<file path="src/rtl/axis_arb_pkg.sv">
// Shared types and constants for the packet round-robin arbiter.
package axis_arb_pkg;

    typedef enum logic {
        IDLE = 1'b0,
        PKT  = 1'b1
    } arb_state_e;

    localparam int unsigned PKT_CNT_W = 16;

endpackage

</file>
<file path="src/rtl/axis_pkt_rr_arbiter_rr_pick.sv">
// Rotating-priority selector: first requester at or after ptr, modulo NUM_SRC.
module rr_pick #(
    parameter int unsigned NUM_SRC = 4,
    parameter int unsigned ID_W    = 4
) (
    input  logic [NUM_SRC-1:0] req,
    input  logic [ID_W-1:0]    ptr,
    output logic [ID_W-1:0]    idx,
    output logic               found
);

    logic [NUM_SRC-1:0] rot;
    int unsigned        sum;

    // Rotate the request vector so bit k is source (ptr+k) mod NUM_SRC, then take the lowest set bit.
    always_comb begin
        rot   = NUM_SRC'({req, req} >> ptr);
        idx   = '0;
        found = 1'b0;
        sum   = 0;
        for (int unsigned k = 0; k < NUM_SRC; k++) begin
            if (!found && rot[k]) begin
                found = 1'b1;
                sum   = 32'(ptr) + k;
                if (sum >= NUM_SRC) begin
                    sum = sum - NUM_SRC;
                end
                idx = ID_W'(sum);
            end
        end
    end

endmodule

</file>
<file path="src/rtl/axis_pkt_rr_arbiter.sv">
// Packet-aware round-robin AXI-Stream merger with a single registered output stage.
module axis_pkt_rr_arbiter
    import axis_arb_pkg::*;
#(
    parameter int unsigned NUM_SRC    = 4,
    parameter int unsigned DATA_WIDTH = 32,
    parameter int unsigned ID_W       = 4
) (
    input  logic                          clk,
    input  logic                          reset_n,
    input  logic [NUM_SRC*DATA_WIDTH-1:0] s_axis_data,
    input  logic [NUM_SRC-1:0]            s_axis_valid,
    input  logic [NUM_SRC-1:0]            s_axis_last,
    output logic [NUM_SRC-1:0]            s_axis_ready,
    output logic [DATA_WIDTH-1:0]         m_axis_data,
    output logic                          m_axis_valid,
    output logic                          m_axis_last,
    input  logic                          m_axis_ready,
    output logic [ID_W-1:0]               grant_id,
    output logic                          busy,
    output logic [PKT_CNT_W-1:0]          pkt_count
);

    arb_state_e               state_q, state_d;
    logic [ID_W-1:0]          grant_q, grant_d;
    logic [ID_W-1:0]          rr_ptr_q, rr_ptr_d;
    logic [DATA_WIDTH-1:0]    data_q, data_d;
    logic                     valid_q, valid_d;
    logic                     last_q, last_d;
    logic [PKT_CNT_W-1:0]     cnt_q, cnt_d;

    logic [NUM_SRC-1:0]       gnt_oh;
    logic                     sel_valid;
    logic                     sel_last;
    logic [DATA_WIDTH-1:0]    sel_data;
    logic                     out_free;
    logic                     accept;
    logic [ID_W-1:0]          pick_idx;
    logic                     pick_found;

    rr_pick #(
        .NUM_SRC (NUM_SRC),
        .ID_W    (ID_W)
    ) u_pick (
        .req   (s_axis_valid),
        .ptr   (rr_ptr_q),
        .idx   (pick_idx),
        .found (pick_found)
    );

    // Decode the grant into a one-hot mask and mux the granted source's beat.
    always_comb begin
        gnt_oh    = '0;
        sel_valid = 1'b0;
        sel_last  = 1'b0;
        sel_data  = '0;
        for (int unsigned i = 0; i < NUM_SRC; i++) begin
            gnt_oh[i] = (grant_q == ID_W'(i));
            if (gnt_oh[i]) begin
                sel_valid = s_axis_valid[i];
                sel_last  = s_axis_last[i];
                sel_data  = s_axis_data[i*DATA_WIDTH +: DATA_WIDTH];
            end
        end
    end

    assign out_free     = !valid_q || m_axis_ready;
    assign s_axis_ready = (state_q == PKT && out_free) ? gnt_oh : '0;
    assign accept       = (state_q == PKT) && out_free && sel_valid;

    // Next-state: arbitration in IDLE, beat transfer and packet close in PKT, output register load/drain.
    always_comb begin
        state_d  = state_q;
        grant_d  = grant_q;
        rr_ptr_d = rr_ptr_q;
        cnt_d    = cnt_q;
        data_d   = data_q;
        last_d   = last_q;
        valid_d  = valid_q;

        case (state_q)
            IDLE: begin
                if (pick_found) begin
                    grant_d = pick_idx;
                    state_d = PKT;
                end
            end
            PKT: begin
                if (accept && sel_last) begin
                    state_d  = IDLE;
                    rr_ptr_d = (grant_q == ID_W'(NUM_SRC - 1)) ? '0 : grant_q + ID_W'(1);
                    cnt_d    = cnt_q + PKT_CNT_W'(1);
                end
            end
            default: state_d = IDLE;
        endcase

        if (accept) begin
            data_d  = sel_data;
            last_d  = sel_last;
            valid_d = 1'b1;
        end else if (m_axis_ready) begin
            valid_d = 1'b0;
        end
    end

    // State and output registers with synchronous active-low reset.
    always_ff @(posedge clk) begin
        if (!reset_n) begin
            state_q  <= IDLE;
            grant_q  <= '0;
            rr_ptr_q <= '0;
            cnt_q    <= '0;
            data_q   <= '0;
            last_q   <= 1'b0;
            valid_q  <= 1'b0;
        end else begin
            state_q  <= state_d;
            grant_q  <= grant_d;
            rr_ptr_q <= rr_ptr_d;
            cnt_q    <= cnt_d;
            data_q   <= data_d;
            last_q   <= last_d;
            valid_q  <= valid_d;
        end
    end

    assign m_axis_data  = data_q;
    assign m_axis_valid = valid_q;
    assign m_axis_last  = last_q;
    assign grant_id     = grant_q;
    assign busy         = (state_q == PKT);
    assign pkt_count    = cnt_q;

endmodule

</file>
<file path="config.mk">
export PLATFORM = sky130hd
export DESIGN_NAME = axis_pkt_rr_arbiter
export DESIGN_NICKNAME = d
export VERILOG_FILES = /design/src/rtl/axis_arb_pkg.sv /design/src/rtl/axis_pkt_rr_arbiter_rr_pick.sv /design/src/rtl/axis_pkt_rr_arbiter.sv
export SDC_FILE = /design/constraint.sdc
export NUM_CORES = 1
export LEC_CHECK = 0
export CAP_MARGIN = 5
export CORE_MARGIN = 2
export CORE_UTILIZATION = 35
export DETAILED_ROUTE_END_ITERATION = 6
export GPL_TIMING_DRIVEN = 0
export PLACE_DENSITY = 0.71
export SETUP_SLACK_MARGIN = 0.5
export SLEW_MARGIN = 40
export SYNTH_ARGS = -nofsm -noshare
export SYNTH_HDL_FRONTEND = slang
export SYNTH_HIERARCHICAL = 1
export SYNTH_SLANG_ARGS = --single-unit
</file>
<file path="constraint.sdc">
create_clock -name clk -period 2.4 [get_ports clk]
set_input_delay 0.24 -clock clk [delete_from_list [all_inputs] [get_ports clk]]
set_output_delay 0.24 -clock clk [all_outputs]
set_load 0.02 [all_outputs]
</file>
# Word level (Yosys, flattened, before mapping)
# Index checks and enable logic that the tools add are counted.
totals:
  out_inout_bits: 59
  regBits: 59
  inputBits: 139
op_classes:
  mux: 31
  n_eq_ne: 3
  reduce_logical: 15
  bitwise_logic: 1
  add_sub_neg: 9
  n_shift: 1
  magnitude_cmp: 4
op_table:
  columns: ["op", "count"]
  rows:
  - ["$mux W32", 4]
  - ["$mux W4", 10]
  - ["$add A16 B1 Y16 const B", 1]
  - ["$mux W1", 16]
  - ["$sub A4 B3 Y4 const B", 4]
  - ["$ge A5 B3 Y1 const B", 3]
  - ["$add A4 B2 Y5 const B", 2]
  - ["$eq A4 B2 Y1 const B", 2]
  - ["$shr A8 B4 Y4", 1]
  - ["$logic_and A1 B1 Y1", 6]
  - ["$add A4 B1 Y5 const B", 1]
  - ["$add A4 B1 Y4 const B", 1]
  - ["$eq A4 B1 Y1 const B", 1]
  - ["$ge A4 B3 Y1 const B", 1]
  - ["$logic_not A1 Y1", 4]
  - ["$logic_not A4 Y1", 1]
  - ["$reduce_and A2 Y1", 2]
  - ["$pmux W1 S2", 1]
  - ["$reduce_bool A2 Y1", 1]
  - ["$logic_or A1 B1 Y1", 1]
  - ["$not A1 Y1", 1]

# Depth between registers and ports, before layout
depth:
  word_depth: 13
  ltp_mapped: 11
  depth_no_buf: 11

# Cells and area by module
# The synthesis kept the hierarchy.
by_module_without_submodules:
  columns: ["module", "cells_each", "instances", "seq_area_each_um2", "area_each_um2"]
  rows:
  - ["axis_pkt_rr_arbiter", 455, 1, 1181.1, 3407.0]
  - ["rr_pick", 76, 1, 0.0, 571.8]

# Least setup slack after synthesis
# Ideal clock, no wire load.
synth_path:
  path_kind: "reg-to-reg"
  startpoint: "register grant_q[1] (netlist: grant_id[1])"
  endpoint: "register cnt_q[4] (netlist: pkt_count[4])"
  slack_ns: 0.114
  period_less_slack_ns: 2.286
  setup_ns: 0.071
  t_arrival_ns: 2.216
  path_stages_with_launch: 9
  path_cell_list: "dfxtp_1 > inv_1 > ha_1 > and2b_2 > a21oi_2 > or3_4 > buf_6 > or4_1 > a21oi_1"
synth_via:
  elab_chain_cells: 8
synth_lines:
  columns: ["element", "line_no", "source"]
  rows:
  - ["start: declaration", "axis_pkt_rr_arbiter.sv:25", "logic [ID_W-1:0] grant_q, grant_d;"]
  - ["start signal: assignment", "axis_pkt_rr_arbiter.sv:119", "grant_q <= grant_d;"]
  - ["$logic_not A4 Y1", "axis_pkt_rr_arbiter.sv:58", "gnt_oh[i] = (grant_q == ID_W'(i));"]
  - ["$mux W1 (4 in series)", "axis_pkt_rr_arbiter.sv:59", "if (gnt_oh[i]) begin"]
  - ["$logic_and A1 B1 Y1", "axis_pkt_rr_arbiter.sv:69", "assign accept = (state_q == PKT) && out_free && sel_valid;"]
  - ["$logic_and A1 B1 Y1 *", "axis_pkt_rr_arbiter.sv:89", "if (accept && sel_last) begin"]
  - ["$reduce_and A2 Y1 (no line) *", null, null]
  - ["end signal: assignment", "axis_pkt_rr_arbiter.sv:121", "cnt_q <= cnt_d;"]
  - ["end: declaration", "axis_pkt_rr_arbiter.sv:30", "logic [PKT_CNT_W-1:0] cnt_q, cnt_d;"]
# Mark *: on every way between the ends. The rest lies on a longest branch, timed or not.
# A chain may end at the register's enable or synchronous reset.

# Final worst setup path
# Same ends and word-level chain as after synthesis.

==> results.yml <==
pwr:
  intPower_uw: 2883
  p_sw_uw: 1444
  p_seq_share_pct: 26.3
  combPwrFrac_pct: 42.5
  vdd_drop_max_v: 0.0003683
  p_sw_share_pct: 33.38
  pwr-share-clk_pct: 31.1
  power.leakage_uw: 0.002772
  powerDensity_mw_per_mm2: 613.1
floorplanning:
  io_pins: 198
  initial_core_util_pct: 36.23
  die_w_um: 110.6
  core.rowCount: 38
  die-area_mm2: 0.01224
  die_height_um: 110.6
  placeableCoreArea_mm2: 0.01098
clock_tree:
  clk_pin_slew_ps: 50
  cts_root_buffer: "clkbuf_16"
  cts_tree: "done"
  htree_num_levels: 3
  clock_sinks: 59
  cts_buffers: 9
  clk_path_buf_depth: 2
  cts_hold_buf: 0
  clk_latency_ps: 320
timing:
  finalCritPeriodShare_pct: 90.59
  hold_viol: 0
  finalMaxSlewViolations: 0
  fin_skew_ps: 5.166
  grt_setup_unrepaired: "true"
  final.setup.worst_slack_ps: 225.9
  fmax_mhz: 460.0
  setup_viol: 0
  slew_headroom_pct: 59.94
  worstMarginPinSlew_ps: 601.0
  finalWorstPathRequiredPeriod_ps: 2174
synth:
  yosys.cell_types.count: 58
  synth_async_sr_flop_share_pct: 0
  synthSimpleGateAreaFrac_pct: 27.01
  synthAdderAreaFrac_pct: 4.717
  ys_seq_area_share_pct: 29.69
  synth_compound_area_share_pct: 28.05
  syn-num-nets: 685
  synth_edf_count: 0
  syn_avg_cell_area_um2: 7.493
  ys_seq_elements: 59
  yosysWarnings: 6
  synth_top_family_by_area: "compound AO/OA/AOI/OAI gates"
  synth_xor_area_share_pct: 1.101
  synth_mux_area_share_pct: 3.270
  syn_area_mm2: 0.003979
  synthCells: 531
  synth_top_flop_cell: "dfxtp_1"
route:
  num_vias: 5069
  ant_nets: 0
  dr.pass1.iters: 6
  drt_iter0_drc: 331
  avgRoutedWirePerCell_um: 18.28
  vias_per_cell: 5.558
  drc_errors: 0
  wirelength_um: 16670
finish:
  drive_above_1_share_pct: 16.06
  area_delta_synth_final_pct: 77.39
  fin_util_pct: 64.26
  antenna_cells: 0
  fin_nets: 921
worst_setup_path:
  cpPeakStageDelay_ps: 430
  reg2regPathDepth: 9
  worstPathArrival_ps: 2360
  worst_setup_path_start_kind: "flop"
  crit_fanout: 10
  crit_chain: "inv_4 -> ha_4 -> and2b_2 -> a21oi_2 -> or3_4 -> buf_8 -> clkbuf_8 -> o31ai_2 -> a21oi_1"
  endpoint_kind: "flop"
  critPathKind: "flop to flop"
  cpMaxStageDelayCell: "or3_4"
  worstPathRequired_ps: 2590
run:
  drv_cap: 0
global_route:
  grt_usage_pct: 26.44
  grt_max_degree: 12
  antenna_found_initial: 0
  grt_first_pass_wirelength_um: 26850
  grt-ovfl-total: 0
  first_global_vias: 5244
hold_path:
  hp-class: "flop to flop"
  min_path_cells: 2
run_status:
  status: "finished, final reports clean"
placed_design:
  place_hpwl_um: 11760
  place.port_buffers: 197
  pre_cts_ws_ps: -291.4
  place.gp.congestion: 0.8850
area by class of cell:
type / count / area, um^2
inverters: 13 / 53.80
clock buffers: 12 / 266.5
plain buffers: 44 / 316.6
clock inverters: 4 / 46.29
repair buffers: 225 / 2212
well taps: 140 / 175.2
flip-flops and latches: 59 / 1200
fillers: 966 / 3925
multi-input cells: 415 / 2788
logic make-up after synthesis:
kind of cell               count (synthesis)
AOI/OAI and AO/OA                        154
xor gates and xnor gates                   5
adders and majority gates                 15
buffers and inverters                     57
DFF                                       59
muxes                                     13
and+or+nand+nor                          228
worst paths after layout:
check                           start                        end  slack, ps
max          grant_id[1]$_SDFFE_PN0P_  pkt_count[4]$_SDFFE_PN0P_        230
min          m_axis_last$_SDFFE_PN0P_   m_axis_last$_SDFFE_PN0P_        470
max reg2reg  grant_id[1]$_SDFFE_PN0P_  pkt_count[4]$_SDFFE_PN0P_        230
min reg2reg  m_axis_last$_SDFFE_PN0P_   m_axis_last$_SDFFE_PN0P_        470
layer usage:
layer / vias up / part of all wire (%) / track usage, %
met5: - / 0 / 0
met4: 0 / 1.7 / 8.250
met3: 27 / 7.0 / 6.696
met2: 217 / 49 / 45.40
met1: 2405 / 42 / 32.43
li1: 2420 / - / -
worst max-delay path: cells and delay by family (launching register included):
| kind | cells | cell delay, ps |
|---|---|---|
| AND/OR/NAND/NOR | 2 | 670 |
| AO/OA/AOI/OAI | 3 | 450 |
| flip-flops | 1 | 380 |
| buffers and inverters | 3 | 380 |
| adder cells (fa/ha/maj) | 1 | 160 |
power by group through the flow:
stage          clock (uW)  combinational (uW)  sequential (uW)
6_report             1350                1840             1140
5_1_grt              1420                1980             1150
4_1_cts              1370                1770             1140
3_5_place_dp            0                1570             1160
3_3_place_gp            0                1540             1160
2_1_floorplan           0                 801             1260
synth_stat cells (5+ instances only):
library cell  count  area share [%]
nand3_1          11             1.4
mux2i_1          13             3.3
nand2b_1         11             1.7
or4_1             6             1.1
inv_1            12             1.1
a221oi_1         32             7.0
ha_1             15             4.7
o31ai_1           7             1.3
dfxtp_1          59              30
a22o_1           33             7.3
clkbuf_1         34             3.2
nand4_1           5            0.79
a21oi_1          21             2.6
o21ai_0          39             4.9
nand2_1          80             7.5
and3_1            6            0.94
nor2_1           76             7.2
sequential cells by signal, summed over array words and instances (netlist names):
name	count
m_axis_data	32
m_axis_valid	1
rr_ptr_q	4
m_axis_last	1
grant_id	4
pkt_count	16
busy	1
timing repair:
action,CTS,global route
setup endpoints to repair,63,63
pin swaps,11,6
gates resized for setup,74,36
buffers inserted,23,3
cloned,1,1
per-stage QoR:
step	instance area (um^2)	std cells	power, uW	setup TNS, ps	hold slack (ps)
after global routing	7058	912	4549	0	492.0
final	7058	912	4327	0	470.9
after global placement	6247	868	2699	-878.1	451.1
after detailed placement	6247	868	2730	-1036	459.8
after CTS	6922	908	4276	0	471.1
after floorplan	4100	531	2058	0	433.9
placed cells by master, fill, tap and decap left out, types with 3 or more instances in the layout:
| cell type | n |
|---|---|
| clkdlybuf4s50_1 | 192 |
| nand2_1 | 79 |
| nor2_1 | 72 |
| dfxtp_1 | 54 |
| o21ai_0 | 35 |
| a22o_1 | 33 |
| a221oi_1 | 32 |
| buf_4 | 25 |
| a21oi_1 | 18 |
| clkbuf_1 | 15 |
| buf_6 | 13 |
| nand2b_1 | 11 |
| nand3_1 | 11 |
| ha_1 | 11 |
| mux2i_1 | 10 |
| clkbuf_16 | 10 |
| inv_1 | 9 |
| clkbuf_8 | 6 |
| o31ai_1 | 6 |
| or4_1 | 6 |
| nor2_4 | 5 |
| clkbuf_4 | 5 |
| nand4_1 | 5 |
| clkbuf_2 | 5 |
| dfxtp_4 | 5 |
| and3_1 | 4 |
| a21oi_2 | 4 |
| and4_1 | 4 |
| inv_4 | 3 |
| buf_2 | 3 |
| buf_8 | 3 |
| and2_1 | 3 |
| o21ai_2 | 3 |
| ha_4 | 3 |
| xor2_1 | 3 |
| o221ai_1 | 3 |
No activity file was read; power rests on OpenSTA's default activity.
